## config.mk

```make
export PLATFORM = sky130hd
export DESIGN_NAME = pc_sequencer
export DESIGN_NICKNAME = d
export VERILOG_FILES = /design/src/rtl/pc_seq_pkg.sv /design/src/rtl/pc_seq_loop_controller.sv /design/src/rtl/pc_sequencer.sv
export SDC_FILE = /design/constraint.sdc
export NUM_CORES = 1
export LEC_CHECK = 0
export BUFFER_PORTS_ARGS = -buffer_cell sky130_fd_sc_hd__buf_4
export CORE_ASPECT_RATIO = 1.75
export CORE_MARGIN = 2
export CORE_UTILIZATION = 40
export DETAILED_ROUTE_END_ITERATION = 6
export GPL_ROUTABILITY_DRIVEN = 0
export SLEW_MARGIN = 20
export SYNTH_ARGS = -nofsm -noshare
export SYNTH_HDL_FRONTEND = slang
export SYNTH_HIERARCHICAL = 1
export SYNTH_SLANG_ARGS = --single-unit
```

## constraint.sdc

```tcl
create_clock -name iClk -period 3.5 [get_ports iClk]
set_clock_uncertainty 0.1 [all_clocks]
set_input_delay 0.7 -clock iClk [delete_from_list [all_inputs] [get_ports iClk]]
set_output_delay 0.7 -clock iClk [all_outputs]
set_load 0.01 [all_outputs]
```

## src/rtl/pc_seq_pkg.sv

```systemverilog
// Shared definitions for the program-counter sequencer.
//   - default widths for PC, loop count and run-cycle counter
//   - sequencer state encoding
//   - reserved "idle" instruction address (fetch disabled while PC == 0)
package pc_seq_pkg;

    localparam int unsigned DEF_IM_ADDR_WIDTH     = 16;
    localparam int unsigned DEF_LOOP_COUNT_WIDTH  = 16;
    localparam int unsigned DEF_CYCLE_COUNT_WIDTH = 32;

    localparam int unsigned IDLE_ADDR = 0;

    typedef enum logic [1:0] {
        ST_IDLE = 2'd0,
        ST_RUN  = 2'd1,
        ST_HALT = 2'd2
    } state_e;

endpackage

```

## src/rtl/pc_seq_loop_controller.sv

```systemverilog
// Single-level zero-overhead hardware loop bookkeeping.
// Ports:
//   iClk, iReset       clock, synchronous active-low reset
//   cfg_i              load loop start/end/count (wins over clear/step)
//   loop_start_i/_end_i/count_i  new loop registers
//   pc_i               current PC
//   step_i             sequencer took the sequential/loop path this cycle
//   clear_i            halt: deactivate loop
//   loop_back_c_o      PC is at loop end and more iterations remain
//   loop_target_c_o    loop body start address
module loop_controller
    import pc_seq_pkg::*;
#(
    parameter int unsigned AW = DEF_IM_ADDR_WIDTH,
    parameter int unsigned CW = DEF_LOOP_COUNT_WIDTH
) (
    input  logic          iClk,
    input  logic          iReset,
    input  logic          cfg_i,
    input  logic [AW-1:0] loop_start_i,
    input  logic [AW-1:0] loop_end_i,
    input  logic [CW-1:0] loop_count_i,
    input  logic [AW-1:0] pc_i,
    input  logic          step_i,
    input  logic          clear_i,
    output logic          loop_back_c_o,
    output logic [AW-1:0] loop_target_c_o
);

    logic [AW-1:0] start_q, start_d;
    logic [AW-1:0] end_q, end_d;
    logic [CW-1:0] rem_q, rem_d;
    logic          at_end;

    assign at_end          = (pc_i == end_q);
    assign loop_back_c_o   = at_end && (rem_q > CW'(1));
    assign loop_target_c_o = start_q;

    // Remaining count drops on every pass through the loop end, so the
    // final pass (rem == 1) falls through to PC+1 and leaves the loop inactive.
    always_comb begin
        start_d = start_q;
        end_d   = end_q;
        rem_d   = rem_q;
        if (cfg_i) begin
            start_d = loop_start_i;
            end_d   = loop_end_i;
            rem_d   = loop_count_i;
        end else if (clear_i) begin
            start_d = '0;
            end_d   = '0;
            rem_d   = '0;
        end else if (step_i && at_end && (rem_q != '0)) begin
            rem_d   = rem_q - CW'(1);
        end
    end

    always_ff @(posedge iClk) begin
        if (!iReset) begin
            start_q <= '0;
            end_q   <= '0;
            rem_q   <= '0;
        end else begin
            start_q <= start_d;
            end_q   <= end_d;
            rem_q   <= rem_d;
        end
    end

endmodule

```

## src/rtl/pc_sequencer.sv

```systemverilog
// Program-counter sequencer for a CGRA function-unit fetch stage.
// Ports:
//   iClk, iReset                 clock, synchronous active-low reset
//   iStart, iStartAddress        begin execution (address 0 ignored)
//   iStall, iBranch, iBranchTarget, iHalt   run-time flow control
//   iLoopConfig, iLoopStart, iLoopEnd, iLoopCount   hardware loop setup
//   oProgramCounter              registered fetch address (0 = idle)
//   oRunning, oDone              state == RUN / state == HALT
//   oOverflow                    sticky PC-wrap flag
//   oCycleCount                  saturating count of RUN cycles
module pc_sequencer
    import pc_seq_pkg::*;
#(
    parameter int unsigned IM_ADDR_WIDTH     = DEF_IM_ADDR_WIDTH,
    parameter int unsigned LOOP_COUNT_WIDTH  = DEF_LOOP_COUNT_WIDTH,
    parameter int unsigned CYCLE_COUNT_WIDTH = DEF_CYCLE_COUNT_WIDTH
) (
    input  logic                         iClk,
    input  logic                         iReset,
    input  logic                         iStart,
    input  logic [IM_ADDR_WIDTH-1:0]     iStartAddress,
    input  logic                         iStall,
    input  logic                         iBranch,
    input  logic [IM_ADDR_WIDTH-1:0]     iBranchTarget,
    input  logic                         iHalt,
    input  logic                         iLoopConfig,
    input  logic [IM_ADDR_WIDTH-1:0]     iLoopStart,
    input  logic [IM_ADDR_WIDTH-1:0]     iLoopEnd,
    input  logic [LOOP_COUNT_WIDTH-1:0]  iLoopCount,
    output logic [IM_ADDR_WIDTH-1:0]     oProgramCounter,
    output logic                         oRunning,
    output logic                         oDone,
    output logic                         oOverflow,
    output logic [CYCLE_COUNT_WIDTH-1:0] oCycleCount
);

    localparam logic [IM_ADDR_WIDTH-1:0] IDLE_PC = IM_ADDR_WIDTH'(IDLE_ADDR);

    state_e                         state_q, state_d;
    logic [IM_ADDR_WIDTH-1:0]       pc_q, pc_d;
    logic [CYCLE_COUNT_WIDTH-1:0]   cyc_q, cyc_d;
    logic                           ovf_q, ovf_d;
    logic                           running_q, done_q;
    logic                           loop_step, loop_clear;
    logic                           loop_back;
    logic [IM_ADDR_WIDTH-1:0]       loop_target;

    loop_controller #(
        .AW (IM_ADDR_WIDTH),
        .CW (LOOP_COUNT_WIDTH)
    ) u_loop (
        .iClk            (iClk),
        .iReset          (iReset),
        .cfg_i           (iLoopConfig),
        .loop_start_i    (iLoopStart),
        .loop_end_i      (iLoopEnd),
        .loop_count_i    (iLoopCount),
        .pc_i            (pc_q),
        .step_i          (loop_step),
        .clear_i         (loop_clear),
        .loop_back_c_o   (loop_back),
        .loop_target_c_o (loop_target)
    );

    // Next-state and next-PC selection: halt > stall > branch > loop-back > PC+1.
    always_comb begin
        state_d    = state_q;
        pc_d       = pc_q;
        cyc_d      = cyc_q;
        ovf_d      = ovf_q;
        loop_step  = 1'b0;
        loop_clear = 1'b0;
        unique case (state_q)
            ST_IDLE, ST_HALT: begin
                if (iStart && (iStartAddress != IDLE_PC)) begin
                    state_d = ST_RUN;
                    pc_d    = iStartAddress;
                    cyc_d   = '0;
                    ovf_d   = 1'b0;
                end
            end
            ST_RUN: begin
                cyc_d = (&cyc_q) ? cyc_q : cyc_q + CYCLE_COUNT_WIDTH'(1);
                if (iHalt || (!iStall && iBranch && (iBranchTarget == IDLE_PC))) begin
                    state_d    = ST_HALT;
                    pc_d       = IDLE_PC;
                    loop_clear = 1'b1;
                end else if (iStall) begin
                    pc_d = pc_q;
                end else if (iBranch) begin
                    pc_d = iBranchTarget;
                end else begin
                    loop_step = 1'b1;
                    if (loop_back) begin
                        pc_d = loop_target;
                    end else if (&pc_q) begin
                        // Wrapping onto the reserved idle address ends the program.
                        state_d = ST_HALT;
                        pc_d    = IDLE_PC;
                        ovf_d   = 1'b1;
                    end else begin
                        pc_d = pc_q + IM_ADDR_WIDTH'(1);
                    end
                end
            end
            default: begin
                state_d = ST_IDLE;
                pc_d    = IDLE_PC;
            end
        endcase
    end

    always_ff @(posedge iClk) begin
        if (!iReset) begin
            state_q   <= ST_IDLE;
            pc_q      <= IDLE_PC;
            cyc_q     <= '0;
            ovf_q     <= 1'b0;
            running_q <= 1'b0;
            done_q    <= 1'b0;
        end else begin
            state_q   <= state_d;
            pc_q      <= pc_d;
            cyc_q     <= cyc_d;
            ovf_q     <= ovf_d;
            running_q <= (state_d == ST_RUN);
            done_q    <= (state_d == ST_HALT);
        end
    end

    assign oProgramCounter = pc_q;
    assign oRunning        = running_q;
    assign oDone           = done_q;
    assign oOverflow       = ovf_q;
    assign oCycleCount     = cyc_q;

endmodule

```

==> run_results.csv <==
group,metric,value,unit
min_path,hp-class,"reg2reg",
pwr,p_clk_share,38.4,%
pwr,comb_power_share,19.9,%
sta,setup-tns-final,0,ns
die,initial_core_util,40.8,%
synth,async_flop_share,0,%
sta,setup_viol,0,
synth,synth-seq-area-share,33.4,%
sta,final-max-slew-violation-count,0,
global_routing,grt_first_pass_wirelength,34600,um
pwr,intPower,0.00218,W
worst_setup_path,path_max_fanout,13,
clock_network,cts_made_buffers,9,
worst_setup_path,crit_chain,"or4_1 > nor3_1 > a21oi_1 > buf_4 > nor3_1 > and4_1 > o21ai_0 > a21oi_1",
route,postRouteAntennaNets,0,
status,status,"completed",
die,dieArea,16200,um^2
sta,slew_headroom,30.0,%
pwr,power_switching,0.000867,W
synth,ys_ff_latch,101,
placed_design,dp_hpwl,16900,um
clock_network,clk_pin_slew_worst_paths,0.07,ns
clock_network,ctsResizeCount,0,
route,drtIter0Drc,604,
route,drt_wl_total,22100,um
route,routed_via_density,6.22,
placed_design,dp_slack,0.343,ns
worst_setup_path,crit_buf_inv,1,
route,firstDrtPassIters,6,
finish,area_growth_syn_to_layout,27.0,%
worst_setup_path,critical-path-top-delay-family,"simple AND/OR/NAND/NOR gates",
finish,antenna_cells,0,
die,io_pins,138,
clock_network,cts_setup_buffers,0,
finish,mostFrequentLayoutCells,"167 x buf_4, 101 x dfxtp_1, 78 x a21oi_1",
worst_setup_path,crit_arrival,3.09,ns
pwr,seq_power_share,41.8,%
die,rows,59,
die,die_y,167,um
worst_setup_path,worst_setup_path_end_kind,"flop",
clock_network,cts-root-buf,"clkbuf_16",
synth,netlist_area,6060,um^2
clock_network,clk_latency,0.35,ns
finish,nNetsFinal,991,
sta,fin_crit_sh,83.7,%
worst_setup_path,start_kind,"flop",
clock_network,cts_hold_buf,0,
job,drv_cap,0,
synth,synth_cell_types,72,
finish,final_common_cell,"buf_4",
synth,syn_nets,858,
worst_setup_path,critPathSlowestCell,"or4_1",
placed_design,place_area,7350,um^2
pwr,p_sw_share,28.4,%
global_routing,overflow,0,
clock_network,clock_sinks,101,
die,die_width,97.0,um
synth,syn_inst,767,
placed_design,io_buffers,137,
sta,rsz0062_at_grt,"false",
global_routing,grt_antenna_before_repair,0,
synth,synthFlopType,"dfxtp_1",
route,wl_per_cell,20.4,um
pwr,vdd_drop_max,267,uV
global_routing,grt_usage,26.5,%
sta,fmax,341,MHz
global_routing,grt_pass1_vias,6552,
route,via_count,6763,
die,core_area,14800,um^2
sta,whs,0.385,ns
clock_network,tritoncts,"built",
sta,worst_slack,0.569,ns
clock_network,cts_max_level,3,
clock_network,cts_buffer_depth,2,
synth,synth_edf_count,0,
synth,synth.avg_cell_area,7.90,um^2
sta,finalCriticalPeriod,2.93,ns
worst_setup_path,critPathKind,"reg2reg",
finish,post_route_cells_drive_above_1_share,22.8,%
route,drc,0,
pwr,power_density,397,nW/um^2
synth,ys_warn_count,6,
sta,hold_viol,0,
sta,tightest_slew,1.05,ns
finish,finalInstanceArea,7690,um^2
worst_setup_path,cp_slowest_stage_delay,0.74,ns
global_routing,grt_max_degree,86,
pwr,leakagePower,2.94,nW
worst_setup_path,cp_data_required_time,3.65,ns
finish,utilization,51.9,%
## through the flow
| stage | total power (W) | std cells |
|---|---|---|
| after CTS | 0.00306 | 1087 |
| after global routing | 0.00316 | 1087 |
| final | 0.00305 | 1087 |
| after global placement | 0.00189 | 1072 |
| after detailed placement | 0.00190 | 1072 |
| after floorplan | 0.00163 | 767 |
## cell usage after synthesis (all sizes together), types with 4 or more instances
library cell	number	area [um^2]
nor3	19	106
nand3	39	195
a31oi	8	50.1
o211ai	4	30.0
nor4	26	211
xnor2	5	43.8
and4	6	52.6
a22oi	5	37.5
a211oi	10	75.1
o21ai	36	180
a21oi	79	399
xor2	20	175
nand2	61	229
o41ai	4	53.8
inv	25	93.8
nor2b	5	31.3
o21a	5	37.5
o31ai	31	233
a221oi	5	43.8
or3	7	43.8
nand4	18	119
ha	4	50.1
buf	20	114
clkbuf	26	97.6
a21o	4	30.0
nor3b	36	270
nand2b	7	43.8
nor2	64	248
dfxtp	101	2020
and2	5	31.3
or4	35	278
## flip-flops by register name, indices dropped and copies added, names as in the netlist
signal / flops
oRunning: 1
oDone: 1
oOverflow: 1
u_loop/rem_q: 16
state_q: 2
u_loop/end_q: 16
u_loop/loop_target_c_o: 16
oProgramCounter: 16
oCycleCount: 32
## routing by layer
metal / wire length, um / part of all wire (%) / global-route usage, %
met3: 1200 / 5.4 / 3.57
met5: 0 / 0 / 0
met4: 1030 / 4.6 / 14.6
met2: 11900 / 54 / 49.6
met1: 7990 / 36 / 28.0
## worst reg2reg max path: stages, from the launching register on
cell and delay (ns):
dfxtp_1 0.38, or4_1 0.74, nor3_1 0.22, a21oi_1 0.09
buf_4 0.19, nor3_1 0.45, and4_1 0.31, o21ai_0 0.12
a21oi_1 0.24
## power groups by stage
stage / combinational, W / clock, W / sequential [W]
6_report: 0.000607 / 0.00117 / 0.00127
5_1_grt: 0.000656 / 0.00123 / 0.00128
4_1_cts: 0.000601 / 0.00119 / 0.00127
3_5_place_dp: 0.000598 / 0 / 0.00130
3_3_place_gp: 0.000592 / 0 / 0.00130
2_1_floorplan: 0.000341 / 0 / 0.00129
## area by class of cell
| class | count | area, um^2 |
|---|---|---|
| inverter | 27 | 101 |
| tap | 183 | 229 |
| fill | 1475 | 7140 |
| multi-input combinational | 593 | 3720 |
| timing repair buffer | 168 | 1270 |
| clock inverter | 5 | 108 |
| clock buffer | 10 | 239 |
| sequential | 101 | 2020 |
## path summary, 6_finish.rpt
kind	start	endpoint	slack [ns]	cells past startpoint
max	u_loop/rem_q[4]	oDone	0.57	8
min	oOverflow	oOverflow	0.38	1
max reg2reg	u_loop/rem_q[4]	oDone	0.57	8
min reg2reg	oOverflow	oOverflow	0.38	1
## cell families (layout without fill, tap and decap cells)
family / count (synthesis) / after routing / share of synthesized area (%)
flops: 101 / 101 / 33.4
fa+ha+maj: 4 / 4 / 0.826
simple gates: 335 / 335 / 31.5
buf+inv: 73 / 210 / 5.17
compound gates: 226 / 226 / 24.9
mux: 3 / 3 / 0.517
xor+xnor: 25 / 25 / 3.62
(Power assumes the default switching activity.)
